### src/rtl/rv32i_types.sv
// ============================================================================
// rv32i_types : shared cacheline type and cache arbiter state encoding
// Revision    : 1.0
// ============================================================================
`default_nettype none

package rv32i_types;

  typedef logic [255:0] llc_cacheline;

  typedef enum logic [1:0] {
    IDLE   = 2'd0,
    BUSY_I = 2'd1,
    BUSY_D = 2'd2,
    RESP   = 2'd3
  } arb_state_e;

endpackage

`default_nettype wire

### src/rtl/cache_arbiter.sv
// ============================================================================
// cache_arbiter : round-robin arbiter muxing icache/dcache onto one memory port
// Revision      : 1.0
// ============================================================================
`default_nettype none

module cache_arbiter
  import rv32i_types::*;
#(
  parameter bit D_FIRST = 1'b1
) (
  input  logic         clk,
  input  logic         rst,

  input  logic         i_pmem_read,
  input  logic         i_pmem_write,
  input  logic [31:0]  i_pmem_address,
  input  llc_cacheline i_pmem_wdata,
  output llc_cacheline i_pmem_rdata,
  output logic         i_pmem_resp,

  input  logic         d_pmem_read,
  input  logic         d_pmem_write,
  input  logic [31:0]  d_pmem_address,
  input  llc_cacheline d_pmem_wdata,
  output llc_cacheline d_pmem_rdata,
  output logic         d_pmem_resp,

  output logic         mem_read,
  output logic         mem_write,
  output logic [31:0]  mem_address,
  output llc_cacheline mem_wdata,
  input  llc_cacheline mem_rdata,
  input  logic         mem_resp
);

  arb_state_e   r_state;
  logic         r_prio_d;
  llc_cacheline r_rdata;

  logic w_i_req;
  logic w_d_req;
  logic w_grant_d;

  assign w_i_req   = i_pmem_read | i_pmem_write;
  assign w_d_req   = d_pmem_read | d_pmem_write;
  assign w_grant_d = w_d_req & (~w_i_req | r_prio_d);

  assign i_pmem_rdata = r_rdata;
  assign d_pmem_rdata = r_rdata;

  always_ff @(posedge clk or negedge rst) begin
    if (!rst) begin
      r_state     <= IDLE;
      r_prio_d    <= D_FIRST;
      r_rdata     <= '0;
      mem_read    <= 1'b0;
      mem_write   <= 1'b0;
      mem_address <= '0;
      mem_wdata   <= '0;
      i_pmem_resp <= 1'b0;
      d_pmem_resp <= 1'b0;
    end else begin
      case (r_state)
        IDLE: begin
          if (w_grant_d) begin
            mem_read    <= d_pmem_read;
            mem_write   <= d_pmem_write;
            mem_address <= d_pmem_address;
            mem_wdata   <= d_pmem_wdata;
            r_state     <= BUSY_D;
          end else if (w_i_req) begin
            mem_read    <= i_pmem_read;
            mem_write   <= i_pmem_write;
            mem_address <= i_pmem_address;
            mem_wdata   <= i_pmem_wdata;
            r_state     <= BUSY_I;
          end
        end
        BUSY_I, BUSY_D: begin
          if (mem_resp) begin
            r_rdata     <= mem_rdata;
            mem_read    <= 1'b0;
            mem_write   <= 1'b0;
            i_pmem_resp <= (r_state == BUSY_I);
            d_pmem_resp <= (r_state == BUSY_D);
            r_state     <= RESP;
          end
        end
        RESP: begin
          // Priority passes to whichever side was not just served.
          r_prio_d    <= i_pmem_resp;
          i_pmem_resp <= 1'b0;
          d_pmem_resp <= 1'b0;
          r_state     <= IDLE;
        end
        default: r_state <= IDLE;
      endcase
    end
  end

endmodule

`default_nettype wire

### config.mk
export PLATFORM = sky130hd
export DESIGN_NAME = cache_arbiter
export DESIGN_NICKNAME = d
export VERILOG_FILES = /design/src/rtl/rv32i_types.sv /design/src/rtl/cache_arbiter.sv
export SDC_FILE = /design/constraint.sdc
export NUM_CORES = 1
export LEC_CHECK = 0
export ABC_AREA = 1
export CORE_AREA = 5 5 634 636
export CTS_CLUSTER_SIZE = 28
export DETAILED_ROUTE_END_ITERATION = 10
export DIE_AREA = 0 0 639 641
export PLACE_DENSITY = 0.36
export SETUP_SLACK_MARGIN = 0.4
export SYNTH_ARGS = -nofsm -noshare
export SYNTH_HDL_FRONTEND = slang
export SYNTH_SLANG_ARGS = --single-unit
### constraint.sdc
create_clock -name clk -period 1.8 [get_ports clk]
set_clock_uncertainty 0.05 [all_clocks]
set_input_delay 0.18 -clock clk [delete_from_list [all_inputs] [get_ports clk]]
set_output_delay 0.18 -clock clk [all_outputs]
set_load 0.05 [all_outputs]
==> flow_metrics.tcl, run 1 <==
set metrics [dict create \
    status "complete, but fails checks" \
    violations "negative setup slack" \
    syn_to_final_growth_pct 133 \
    p_per_area_nw_per_um2 2280 \
    worstPathCellList "inv_2 > ha_4 > nand2_8 > buf_16 > buf_12 > clkbuf_16 > mux2_4" \
    power.switching_mw 80.6 \
    ys_warn_count 0 \
    synth_top_cell_by_area "dfrtp_1" \
    startpoint_type "register" \
    hold_viol 0 \
    p_clk_frac 0.116 \
    hpwl_mm 237 \
    route.detailed.drc 0 \
    fin_cells 10500 \
    grt_overflow 0 \
    synth_edf_count 0 \
    worst_slack_ps -106 \
    yosysTopAreaCellShare 0.493 \
    synth_fp_nets 3878 \
    dieArea_um2 410000 \
    synthFlopType "dfrtp_1" \
    p_comb_frac 0.694 \
    cp.required_ps 2430 \
    crit_slowest_cell "dfrtp_1" \
    crit_path_end_kind "register" \
    tns_ps -11070 \
    p_leak_nw 28.6 \
    syn_area_per_cell_um2 9.21 \
    slew_headroom 0.611 \
    synth_cell_type_count 19 \
    hold_class "primary input to register" \
    switching_share 0.542 \
    timing.fmax_mhz 525 \
    drtIter0Drc 1758 \
    drt_pass1_iterations 6 \
    grt_pass1_vias 32300 \
    cp_max_fo 7 \
    grt_antenna_before_repair 92 \
    crit_type "register to register" \
    grt_use_total 0.126 \
    syn_area_um2 27900 \
    cp.arrival_ps 2540 \
    slowest_delay_ps 390 \
    start_util 0.0707 \
    num_rows 231 \
    cts_tree "yes" \
    top_level_ports 1643 \
    wl_per_cell_um 26.8 \
    netlist_top_cells_count "894 x nand2_1, 550 x dfrtp_1, 293 x nand3_1" \
    clock_latency_ps 760 \
    irDropWorstVdd_uv 1440 \
    cap_viol_max_count 0 \
    clk_pin_slew_ps 50 \
    clockBufferDepth 4 \
    detail-route-antenna-nets 0 \
    ys_ff_latch 551 \
    die_h_um 641 \
    timing.final.crit_share 1.06 \
    dp_cells 9634 \
    postSynthCellCount 3034 \
    via_count 30900 \
    drv_slew 0 \
    root_buffer "clkbuf_16" \
    rsz0062_at_grt "true" \
    drive_above_1_share 0.362 \
    core_um2 395000 \
    htree_levels 3 \
    synth_area_leaders "dfrtp_1 49%, nand2_1 12%, mux2_2 10%" \
    yosysMostFrequentCell "nand2_1" \
    gp_congestion 0.887 \
    synthArstFlopShare 1.00 \
    finalSetupViolations 313 \
    fin_crit_ps 1910 \
    grt_start_max_net_pins 60 \
    clkSinkCount 551 \
    port_buffers 1642 \
    pwr-share-seq 0.190 \
    intPower_mw 68.2 \
    die_w_um 639 \
    yosysSeqAreaShare 0.494 \
    grt_pass1_wl_mm 339 \
    utilization 0.165 \
    cts_buffers 86 \
    wl_mm 282 \
    drt-vias-per-instance 2.94 \
    n_fill_cell 44000 \
    tightest_slew_ps 583 \
    nets 6021 \
]
[power groups by stage]
stage	registers, mW	logic (mW)	clock network (mW)
after floorplan	44.2	30.3	0
after global placement	27.3	91.9	0
after detailed placement	27.3	92.0	0
after CTS	27.7	96.8	18.1
after global routing	29.0	108	18.4
final	28.3	103	17.2
[final cells by class]
cell class	instances	area, µm²	area share
clock inverters	36	383	0.00588
well taps	5242	6560	0.101
multi-input cells	1746	11800	0.182
inverters	294	1120	0.0172
diodes	33	82.6	0.00127
repair buffers	2498	28700	0.441
flip-flops and latches	551	14000	0.215
clock buffers	117	2450	0.0376
[cell usage in the layout, fill, tap and decap left out, types with 14 or more instances in the layout]
cell	synthesis	routed
buf_12	0	304
buf_16	0	30
buf_4	277	415
buf_6	28	278
buf_8	0	35
clkbuf_1	13	15
clkbuf_16	0	130
clkbuf_8	0	14
clkdlybuf4s50_1	0	837
clkinv_2	0	16
dfrtp_1	550	388
dfrtp_2	0	160
diode_2	0	33
dlygate4sd3_1	0	557
inv_1	292	289
mux2_2	256	116
mux2_4	0	140
nand2_1	894	817
nand2_2	1	43
nand2_4	0	32
nand3_1	293	144
nand3_2	0	127
nand3_4	0	22
nand3b_1	288	288
[layer usage]
layer  track usage  vias to the layer above  wire, µm
li1              -                    13800         -
met1         0.132                    15400    101000
met2         0.221                     1375    139000
met3        0.0680                      336     34700
met4        0.0306                       14      8080
met5             0                        -        97
[metrics by stage]
step,setup slack (ps),power (mW),cell area [µm²],hold slack [ps]
2_1_floorplan,206,74.5,28000,-166
3_3_place_gp,-414,119,50900,415
3_5_place_dp,-436,119,50900,417
4_1_cts,-149,143,60500,0.353
5_1_grt,-172,156,65100,18.6
6_report,-106,149,65100,53.5
[critical path: cells and delay by family (launching register included)]
family	cells	cell delay (ps)
buffers and inverters	4	640
flip-flops	1	390
multiplexers	1	310
adder cells (fa/ha/maj)	1	220
AND/OR/NAND/NOR	1	150
[flip-flops by register name (all words and copies together), names as in the netlist]
register,cells
d_pmem_resp,1
mem_wdata,256
mem_address,32
r_state,2
d_pmem_rdata,256
mem_read,1
r_prio_d,1
i_pmem_resp,1
mem_write,1
[logic make-up (layout without fill, tap and decap cells)]
group | after synthesis | count (layout) | share of synthesized area
buffers and inverters | 737 | 2945 | 0.149
multiplexers | 256 | 256 | 0.103
adder cells (fa/ha/maj) | 5 | 5 | 0.00224
flip-flops | 551 | 551 | 0.494
other | 0 | 33 | 0
AND/OR/NAND/NOR | 1483 | 1483 | 0.251
AO/OA/AOI/OAI | 2 | 2 | 0.000358
[final timing paths]
| kind | start | end | slack [ps] | cells after the start |
|---|---|---|---|---|
| worst max-delay path | r_state[0] | d_pmem_rdata[146] | -110 | 7 |
| worst min-delay path | mem_rdata[187] | d_pmem_rdata[187] | 50 | 2 |
| worst max register to register | r_state[0] | d_pmem_rdata[146] | -110 | 7 |
| worst min register to register | mem_address[27] | mem_address[27] | 430 | 2 |
| max in group asynchronous | rst | d_pmem_rdata[101] | 870 | 3 |
| min in group asynchronous | rst | d_pmem_rdata[231] | 270 | 3 |
[what timing repair did]
item / in CTS / in global routing
pin swaps: 3 / 191
cloned: 14 / 51
setup endpoints to repair: 1354 / 1354
gates resized for setup: 705 / 762
hold buffers: 554 / 3
endpoints found under the hold margin: 1022 / 3
setup buffers: 25 / 50
Note: power is estimated with default switching activity, not from simulation.
==> inputs of run 2 (changes only) <==
--- a/config.mk
+++ b/config.mk
@@ -6,8 +6,8 @@
 export NUM_CORES = 1
 export LEC_CHECK = 0
 export ABC_AREA = 1
+export ABC_CLOCK_PERIOD_IN_PS = 1800
 export CORE_AREA = 5 5 634 636
-export CTS_CLUSTER_SIZE = 28
 export DETAILED_ROUTE_END_ITERATION = 10
 export DIE_AREA = 0 0 639 641
 export PLACE_DENSITY = 0.36
==> results of run 2 <==
Final layout, timing and power as in run 1 (identical DEF).
